**config.mk**
```make
export PLATFORM = sky130hd
export DESIGN_NAME = multicycle_maindec
export DESIGN_NICKNAME = d
export VERILOG_FILES = /design/src/rtl/multicycle_maindec.sv
export SDC_FILE = /design/constraint.sdc
export NUM_CORES = 1
export LEC_CHECK = 0
export CAP_MARGIN = 20
export CORE_MARGIN = 2
export CORE_UTILIZATION = 34
export DETAILED_ROUTE_END_ITERATION = 16
export GPL_TIMING_DRIVEN = 0
export PLACE_DENSITY_LB_ADDON = 0.15
export SLEW_MARGIN = 20
export SYNTH_ARGS = -nofsm -noshare
export SYNTH_HDL_FRONTEND = slang
export SYNTH_SLANG_ARGS = --single-unit
```
**constraint.sdc**
```tcl
create_clock -name clk -period 1.1 [get_ports clk]
set_input_delay 0.22 -clock clk [delete_from_list [all_inputs] [get_ports clk]]
set_output_delay 0.22 -clock clk [all_outputs]
set_load 0.05 [all_outputs]
```
**src/rtl/multicycle_maindec.sv**
```systemverilog
// multicycle_maindec
// Main control FSM for the multicycle MIPS datapath. Each instruction is
// walked through fetch, decode, execute, memory and writeback steps; the FSM
// drives every datapath enable and mux select and supplies the 2-bit aluop
// consumed by aludec. Memory steps hold until mem_ready so slow memories can
// stall the core.
//
// Ports:
//   clk        rising-edge clock
//   rst        synchronous active-high reset (returns to FETCH)
//   op         instr[31:26]; used in DECODE and MEMADR only
//   mem_ready  memory completes the current access this cycle
//   iord, memwrite, irwrite, pcwrite, branch, pcsrc, alusrca, alusrcb,
//   aluop, regdst, memtoreg, regwrite   datapath controls
//   instr_done one-cycle pulse in the last cycle of each instruction
//   illegal_op one-cycle pulse in DECODE on an unsupported opcode
//   state      current state, for debug
module multicycle_maindec #(
  parameter int STATE_W = 4
) (
  input  logic               clk,
  input  logic               rst,
  input  logic [5:0]         op,
  input  logic               mem_ready,
  output logic               iord,
  output logic               memwrite,
  output logic               irwrite,
  output logic               pcwrite,
  output logic               branch,
  output logic [1:0]         pcsrc,
  output logic               alusrca,
  output logic [1:0]         alusrcb,
  output logic [1:0]         aluop,
  output logic               regdst,
  output logic               memtoreg,
  output logic               regwrite,
  output logic               instr_done,
  output logic               illegal_op,
  output logic [STATE_W-1:0] state
);

  typedef enum logic [3:0] {
    S_FETCH   = 4'd0,
    S_DECODE  = 4'd1,
    S_MEMADR  = 4'd2,
    S_MEMRD   = 4'd3,
    S_MEMWB   = 4'd4,
    S_MEMWR   = 4'd5,
    S_EXECUTE = 4'd6,
    S_ALUWB   = 4'd7,
    S_BEQ     = 4'd8,
    S_ADDIEX  = 4'd9,
    S_ADDIWB  = 4'd10,
    S_JUMP    = 4'd11
  } state_t;

  localparam logic [5:0] OP_RTYPE = 6'b000000;
  localparam logic [5:0] OP_LW    = 6'b100011;
  localparam logic [5:0] OP_SW    = 6'b101011;
  localparam logic [5:0] OP_BEQ   = 6'b000100;
  localparam logic [5:0] OP_ADDI  = 6'b001000;
  localparam logic [5:0] OP_J     = 6'b000010;

  state_t state_q;
  state_t state_d;

  // State register with synchronous reset back to FETCH.
  always_ff @(posedge clk) begin
    if (rst) begin
      state_q <= S_FETCH;
    end else begin
      state_q <= state_d;
    end
  end

  // Next-state and per-state output decode; everything defaults to 0.
  always_comb begin
    state_d    = S_FETCH;
    iord       = 1'b0;
    memwrite   = 1'b0;
    irwrite    = 1'b0;
    pcwrite    = 1'b0;
    branch     = 1'b0;
    pcsrc      = 2'b00;
    alusrca    = 1'b0;
    alusrcb    = 2'b00;
    aluop      = 2'b00;
    regdst     = 1'b0;
    memtoreg   = 1'b0;
    regwrite   = 1'b0;
    instr_done = 1'b0;
    illegal_op = 1'b0;

    case (state_q)
      S_FETCH: begin
        // IR load and PC+4 commit only once the fetch read completes.
        alusrcb = 2'b01;
        irwrite = mem_ready;
        pcwrite = mem_ready;
        if (mem_ready) begin
          state_d = S_DECODE;
        end else begin
          state_d = S_FETCH;
        end
      end
      S_DECODE: begin
        // ALU precomputes the branch target while the opcode is decoded.
        alusrcb = 2'b11;
        case (op)
          OP_RTYPE:     state_d = S_EXECUTE;
          OP_LW, OP_SW: state_d = S_MEMADR;
          OP_BEQ:       state_d = S_BEQ;
          OP_ADDI:      state_d = S_ADDIEX;
          OP_J:         state_d = S_JUMP;
          default: begin
            state_d    = S_FETCH;
            illegal_op = 1'b1;
          end
        endcase
      end
      S_MEMADR: begin
        alusrca = 1'b1;
        alusrcb = 2'b10;
        if (op == OP_LW) begin
          state_d = S_MEMRD;
        end else begin
          state_d = S_MEMWR;
        end
      end
      S_MEMRD: begin
        iord = 1'b1;
        if (mem_ready) begin
          state_d = S_MEMWB;
        end else begin
          state_d = S_MEMRD;
        end
      end
      S_MEMWB: begin
        memtoreg   = 1'b1;
        regwrite   = 1'b1;
        instr_done = 1'b1;
        state_d    = S_FETCH;
      end
      S_MEMWR: begin
        // Write strobe stays up for the whole wait; the store retires on ready.
        iord       = 1'b1;
        memwrite   = 1'b1;
        instr_done = mem_ready;
        if (mem_ready) begin
          state_d = S_FETCH;
        end else begin
          state_d = S_MEMWR;
        end
      end
      S_EXECUTE: begin
        alusrca = 1'b1;
        aluop   = 2'b10;
        state_d = S_ALUWB;
      end
      S_ALUWB: begin
        regdst     = 1'b1;
        regwrite   = 1'b1;
        instr_done = 1'b1;
        state_d    = S_FETCH;
      end
      S_BEQ: begin
        alusrca    = 1'b1;
        aluop      = 2'b01;
        pcsrc      = 2'b01;
        branch     = 1'b1;
        instr_done = 1'b1;
        state_d    = S_FETCH;
      end
      S_ADDIEX: begin
        alusrca = 1'b1;
        alusrcb = 2'b10;
        state_d = S_ADDIWB;
      end
      S_ADDIWB: begin
        regwrite   = 1'b1;
        instr_done = 1'b1;
        state_d    = S_FETCH;
      end
      S_JUMP: begin
        pcsrc      = 2'b10;
        pcwrite    = 1'b1;
        instr_done = 1'b1;
        state_d    = S_FETCH;
      end
      default: begin
        // Unused encodings recover to FETCH with all controls inactive.
        state_d = S_FETCH;
      end
    endcase
  end

  assign state = STATE_W'(state_q);

endmodule

```
==> run_results.csv, run 1 <==
group,metric,value,unit
place,post-place-ws,-1.38,ns
timing,worstEndpointGrtRepair,"illegal_op",
floorplanning,rows,14,
clock_tree,cts-root-buf,"clkbuf_4",
yosys,yosys_warnings,0,
yosys,ys_ff_latch,4,
place,gp_congestion,0.791,
run_status,error_line,"[ERROR DPL-0038] Utilization greater than 100%, impossible to legalize",
yosys,synth-edff-count,0,
clock_tree,cts.htree.levels,1,
grt,grt_max_degree,11,
yosys,synth_area_leaders,"dfxtp_1 (15%), nor3_1 (6.4%), nor2_1 (6.1%)",
yosys,post_synth_num_cell_types,34,
clock_tree,hold_buffers,0,
run_status,stop_stage,"5_1_grt",
yosys,syn_area,551,µm²
clock_tree,cts_buffers,3,
yosys,synth_cells,81,
yosys,synth_top_area_cell,"dfxtp_1",
floorplanning,io_pins,30,
timing,endpoint_type,"output port",
clock_tree,clkSinkCount,4,
clock_tree,cts_max_path_buffers,2,
yosys,synth_top_area_frac,0.145,
floorplanning,fp.dieH,44.2,µm
yosys,syn_nets,90,
place,port_buffers,28,
place,dp_hpwl,1.37,mm
yosys,syn_area_per_cell,6.80,µm²
run_status,status,"aborted with a tool error",
yosys,seq_area_frac_synth,0.145,
yosys,ys.flop_type,"dfxtp_1",
floorplanning,start_util,0.365,
yosys,async_flop_share,0,
floorplanning,fp.dieW,44.2,µm
==> logic make-up after synthesis <==
logic type,count (synthesis),share of synthesized area
simple gates,40,0.402
flops,4,0.145
xor+xnor,3,0.0477
buf+inv,11,0.116
mux,1,0.0205
compound gates,22,0.268
==> cell usage after synthesis, types with 2 or more instances <==
library cell / instances
nor2_1: 9
nor3_1: 7
a21oi_1: 6
buf_2: 6
dfxtp_1: 4
nand2_1: 4
nand3_1: 4
o21ai_0: 4
and3_1: 3
nand2b_1: 3
a211oi_1: 2
a31oi_1: 2
buf_4: 2
nand3b_1: 2
nor4_1: 2
o21bai_1: 2
xor2_1: 2
==> repair_timing <==
item / in CTS
endpoints found under the setup margin: 25
hold endpoints to repair: 0
pin swaps: 16
resized for setup: 196
setup buffers: 22
==> through the flow <==
stage	utilization	area [µm²]	setup TNS (ns)	std cells
2_1_floorplan	-	762	-7.45	81
3_3_place_gp	0.705	1060	-18.01	125
3_5_place_dp	0.705	1060	-18.36	125
4_1_cts	0.958	1440	-8.27	150
==> inputs of run 2 (changes only) <==
--- a/config.mk
+++ b/config.mk
@@ -6,9 +6,9 @@
 export NUM_CORES = 1
 export LEC_CHECK = 0
 export CAP_MARGIN = 20
-export CORE_MARGIN = 2
-export CORE_UTILIZATION = 34
+export CORE_AREA = 2 2 63 65
 export DETAILED_ROUTE_END_ITERATION = 16
+export DIE_AREA = 0 0 65 67
 export GPL_TIMING_DRIVEN = 0
 export PLACE_DENSITY_LB_ADDON = 0.15
 export SLEW_MARGIN = 20
==> constraint.sdc (replaced) <==
create_clock -name clk -period 1.4 [get_ports clk]
set_input_delay 0.28 -clock clk [delete_from_list [all_inputs] [get_ports clk]]
set_output_delay 0.28 -clock clk [all_outputs]
set_load 0.05 [all_outputs]
==> run 2 against run 1 <==
Against the previous run:
- the flow now finishes, with violations (setup timing)
- area after synthesis did not move
- synthesized cell count did not move
==> run_results.csv, run 2 <==
group,metric,value,unit
run_status,status,"finished, violations left",
run_status,violations,"setup timing",
timing,hold_viol_final,0,
place,dp_hpwl,1.51,mm
timing,clock.fmax,590,MHz
yosys,synth_area_leaders,"dfxtp_1 (15%), nor3_1 (6.4%), nor2_1 (6.1%)",
routing,drc_errors,0,
grt,gr-usage-all-layers,0.129,
timing,holdWs,0.420,ns
yosys,seq_area_frac_synth,0.145,
clock_tree,cts_tree,"yes",
min_path,hold_start,"op[0]",
floorplanning,fp.dieH,67,µm
yosys,post_synth_num_cell_types,34,
routing,drt_iter0_drc,20,
timing,setup_violations,18,
yosys,syn_nets,90,
cells_and_area,area_delta_synth_final,222,%
yosys,synth-edff-count,0,
clock_tree,cts_buffers,3,
grt,first_global_vias,916,
yosys,synth_top_area_cell,"dfxtp_1",
yosys,synth_cells,81,
clock_tree,path_clk_slew,0.03,ns
routing,vias_per_cell,4.65,
min_path,hold_class,"in -> reg",
clock_tree,cts_max_path_buffers,2,
timing,max_slew_margin,0.669,
clock_tree,clkSinkCount,4,
routing,routed.top_layer,"met4",
timing,rsz0062_at_grt,"true",
yosys,ys.flop_type,"dfxtp_1",
yosys,synth_top_area_frac,0.145,
floorplanning,core,0.00361,mm²
clock_tree,cts-root-buf,"clkbuf_8",
run,maxCapViolCount,0,
power,p_per_area,357,mW/mm²
grt,gr-total-overflow,0,
routing,wl_met3,114,µm
grt,grt_max_degree,11,
floorplanning,io_pins,30,
timing,fin_crit,1.70,ns
cells_and_area,fin_util,0.491,
grt,grt_pass1_wl,4.31,mm
floorplanning,start_util,0.153,
floorplanning,fp.dieW,65,µm
routing,dr.pass1.iters,5,
floorplanning,die_area,0.00436,mm²
routing,routedWlPerCell,14.3,µm
timing,drv_slew,0,
worst_setup_path,cp.arrival,1.42,ns
yosys,yosys-top-cells-count,"nor2_1 (9), nor3_1 (7), a21oi_1 (6), buf_2 (6)",
worst_setup_path,crit_path_end_kind,"output port",
grt,antenna_found_initial,0,
cells_and_area,antenna_cells,0,
floorplanning,rows,22,
yosys,async_flop_share,0,
routing,wl_met2,1.52,mm
cells_and_area,final_common_cell,"buf_6",
clock_tree,cts.htree.levels,1,
worst_setup_path,slowest_stage,"dfxtp_4",
routing,wl_met1,1.16,mm
place,port_buffers,28,
clock_tree,clk_latency,0.22,ns
worst_setup_path,path_class,"reg -> out",
routing,vias,926,
timing,fin_crit_sh,1.21,
routing,routed_wl,2.84,mm
place,gp_congestion,0.744,
clock_tree,hold_buffers,0,
cells_and_area,final_cell_mix,"buf_6 (29), buf_4 (22), buf_8 (11)",
yosys,yosys_warnings,0,
yosys,synth.most_common_cell,"nor2_1",
cells_and_area,largest_reg_flops,4,
worst_setup_path,r2r-start,"state[3]",
worst_setup_path,cp_data_required_time,1.12,ns
yosys,syn_area,551,µm²
cells_and_area,n_fill_cell,314,
timing,postLayoutSetupSlackWorst,-0.296,ns
yosys,syn_area_per_cell,6.80,µm²
cells_and_area,final_nets,162,
worst_setup_path,worstPathMaxFanout,6,
cells_and_area,drive_gt1_frac,0.781,
timing,worst_pin_slew,0.498,ns
worst_setup_path,start_kind,"flop",
routing,ant_nets,0,
yosys,ys_ff_latch,4,
power,power.leakage,0.697,nW
worst_setup_path,crit_chain,"buf_12 -> inv_12 -> nand2_8 -> mux2_4 -> o22ai_4 -> buf_6",
timing,clock_skew,0.00249,ns
worst_setup_path,worstSetupStartpoint,"state[3]",
worst_setup_path,critPathMaxStageDelay,0.34,ns
power,vdd_drop_max,0.000180,V
timing,tns,-3.31,ns
run 2: cell type report:
type / count / area [µm²] / area share
multi-input cells: 66 / 729 / 0.412
flip-flops and latches: 4 / 95.1 / 0.0537
clock buffers: 3 / 41.3 / 0.0233
inverters: 2 / 32.5 / 0.0184
repair buffers: 67 / 677 / 0.382
plain buffers: 9 / 135 / 0.0763
well taps: 48 / 60.1 / 0.0339
run 2: repair_timing:
item                       CTS  global route
gates resized for setup    181            35
pin swaps                   13            20
setup buffers               29            14
cloned                       0             0
setup endpoints to repair   24            24
run 2: kinds of logic (layout without fill, tap and decap cells):
group	after synthesis	in the layout	share of synthesized area
AND/OR/NAND/NOR	40	40	0.402
AO/OA/AOI/OAI	22	22	0.268
buffers and inverters	11	81	0.116
flip-flops	4	4	0.145
XOR/XNOR	3	3	0.0477
multiplexers	1	1	0.0205
run 2: final timing paths:
path | endpoint | slack [ns] | cells past startpoint
setup reg to reg | state[1] | -0.01 | 8
setup / recovery | regwrite | -0.30 | 6
hold reg to reg | state[3] | 0.71 | 3
hold / removal | state[0] | 0.42 | 4
run 2: power breakdown:
| part | internal, W | switching (W) |
|---|---|---|
| logic | 0.000127 | 0.000148 |
| registers | 0.000112 | 0.00000510 |
| clock network | 0.000183 | 0.0000578 |
| total | 0.000422 | 0.000211 |
run 2: routing by layer:
layer	global-route usage	vias to the layer above
met4	0.0638	0
li1	-	444
met3	0.0220	8
met1	0.159	439
met5	0	-
met2	0.216	35
run 2: per-stage QoR:
stage               area [µm²]  power, W  std cells  setup slack, ns
floorplan                  762  0.000246         81           -0.334
global placement          1100  0.000312        157            -1.22
detailed placement        1100  0.000313        157            -1.24
CTS                       1550  0.000611        188           -0.305
global route              1770  0.000670        199           -0.349
finish                    1770  0.000633        199           -0.296
run 2: critical path: cells and delay by family (launching register included):
kind,cells,cell delay (ns)
buf+inv,3,0.38
flops,1,0.34
mux,1,0.29
compound gates,1,0.12
simple gates,1,0.06
No activity file was read; power rests on OpenSTA's default activity.
==> inputs of run 3 (changes only) <==
--- a/config.mk
+++ b/config.mk
@@ -15,3 +15,4 @@
 export SYNTH_ARGS = -nofsm -noshare
 export SYNTH_HDL_FRONTEND = slang
 export SYNTH_SLANG_ARGS = --single-unit
+export TNS_END_PERCENT = 10
==> run 3 against run 2 <==
Against the previous run:
- the flow still finishes with violations (setup timing)
- utilization is 11 points lower
- cell count down 11%
- worst hold slack improved by 0.021 ns
- count of clock-buffer cells in the layout unchanged
- power shrank 8.9%
- register-to-register slack got worse by 0.02 ns
- cell area is 23% lower
- via count is 16% lower
- first-iteration DRC count decreased by 80%
- critical path depth is the same
- sequential share of layout area up 1.6 points
- critical endpoint unchanged
==> run_results.csv, run 3 (synthesized netlist as in run 2, its figures left out) <==
group,metric,value,unit
run_status,status,"finished, violations left",
run_status,violations,"setup timing",
timing,drv_slew,0,
routing,wl_met3,79,µm
floorplanning,die_area,0.00436,mm²
power,p_per_area,421,mW/mm²
worst_setup_path,cp.arrival,1.40,ns
worst_setup_path,path_class,"reg -> out",
clock_tree,cts_tree,"yes",
min_path,hold_class,"in -> reg",
cells_and_area,drive_gt1_frac,0.638,
cells_and_area,n_fill_cell,357,
grt,gr-total-overflow,0,
clock_tree,path_clk_slew,0.03,ns
routing,ant_nets,0,
routing,vias,776,
routing,wl_met2,1.19,mm
grt,grt_max_degree,11,
cells_and_area,register_area,95.1,µm²
timing,clock_skew,0.000861,ns
floorplanning,start_util,0.153,
timing,fin_crit_sh,1.20,
routing,vias_per_cell,4.36,
routing,wl_met1,984,µm
cells_and_area,largest_reg_flops,4,
run,maxCapViolCount,0,
cells_and_area,antenna_cells,0,
cells_and_area,final_nets,141,
cells_and_area,final_cell_mix,"buf_4 (19), buf_6 (19), dlygate4sd2_1 (6)",
place,post-place-ws,-1.15,ns
power,power.leakage,0.563,nW
clock_tree,cts-root-buf,"clkbuf_8",
timing,hold_viol_final,0,
cells_and_area,multiInputGateArea,584,µm²
cells_and_area,finalNonFillerCells,178,
floorplanning,rows,22,
floorplanning,fp.dieW,65,µm
cells_and_area,final_area,0.00137,mm²
cells_and_area,fin_util,0.380,
routing,dr.pass1.iters,4,
grt,antenna_found_initial,0,
worst_setup_path,start_kind,"flop",
grt,grt_pass1_wl,3.73,mm
timing,clock.fmax,596,MHz
timing,postLayoutSetupSlackWorst,-0.278,ns
timing,fin_crit,1.68,ns
clock_tree,clk_latency,0.22,ns
clock_tree,cts.htree.levels,1,
grt,first_global_vias,807,
grt,gr-usage-all-layers,0.112,
floorplanning,fp.dieH,67,µm
place,gp_congestion,0.754,
floorplanning,io_pins,30,
worst_setup_path,crit_path_end_kind,"output port",
timing,max_slew_margin,0.673,
place,place_area,0.00103,mm²
routing,routedWlPerCell,12.7,µm
clock_tree,cts_buffers,3,
clock_tree,clkSinkCount,4,
routing,routed.top_layer,"met4",
routing,drc_errors,0,
worst_setup_path,worstPathMaxFanout,8,
place,dp.cells,157,
place,port_buffers,28,
timing,holdWs,0.440,ns
worst_setup_path,cp_data_required_time,1.12,ns
timing,rsz0062_at_grt,"true",
timing,setup_violations,18,
timing,worst_pin_slew,0.492,ns
routing,routed_wl,2.26,mm
power,vdd_drop_max,0.000155,V
cells_and_area,area_delta_synth_final,149,%
routing,drt_iter0_drc,4,
floorplanning,core,0.00361,mm²
clock_tree,cts_max_path_buffers,2,
place,dp_hpwl,1.47,mm
[run 3: critical path, stage by stage, from the launching register on]
cell and delay (ns):
dfxtp_4 0.34, buf_12 0.14, inv_4 0.07, nand2_4 0.08, mux2_4 0.28, o22ai_4 0.10
buf_6 0.18
[run 3: cell type report]
type / count / share of cell area
inverters: 2 / 0.0165
flip-flops and latches: 4 / 0.0695
repair buffers: 46 / 0.320
well taps: 48 / 0.0439
multi-input cells: 66 / 0.427
clock buffers: 3 / 0.0302
plain buffers: 9 / 0.0932
[run 3: report_power, final]
| part | switching [W] | leakage, nW | internal, W |
|---|---|---|---|
| registers | 0.00000400 | 0.0355 | 0.000112 |
| clock network | 0.0000600 | 0.0216 | 0.000183 |
| logic | 0.000126 | 0.506 | 0.0000916 |
[run 3: worst paths after layout]
| path | start | slack, ns | cells past startpoint | end |
|---|---|---|---|---|
| hold reg to reg | state[0] | 0.67 | 3 | state[3] |
| hold / removal | op[0] | 0.44 | 4 | state[0] |
| setup / recovery | state[2] | -0.28 | 6 | regwrite |
| setup reg to reg | state[1] | -0.03 | 6 | state[2] |
[run 3: per-stage QoR]
| stage | power [W] | setup TNS, ns |
|---|---|---|
| 6_report | 0.000577 | -2.75 |
| 5_1_grt | 0.000610 | -3.88 |
| 4_1_cts | 0.000569 | -2.95 |
| 3_5_place_dp | 0.000301 | -12.83 |
| 3_3_place_gp | 0.000301 | -12.91 |
| 2_1_floorplan | 0.000233 | -3.41 |
[run 3: timing repair]
item,CTS,global route
pin swaps,6,2
endpoints found under the setup margin,24,20
buffers inserted,12,6
gates resized for setup,159,13
hold buffers,0,0
[run 3: layer usage]
metal,track usage,up-vias
met3,0.0186,2
met4,0.0532,0
met1,0.137,367
li1,-,393
met5,0,-
met2,0.189,14
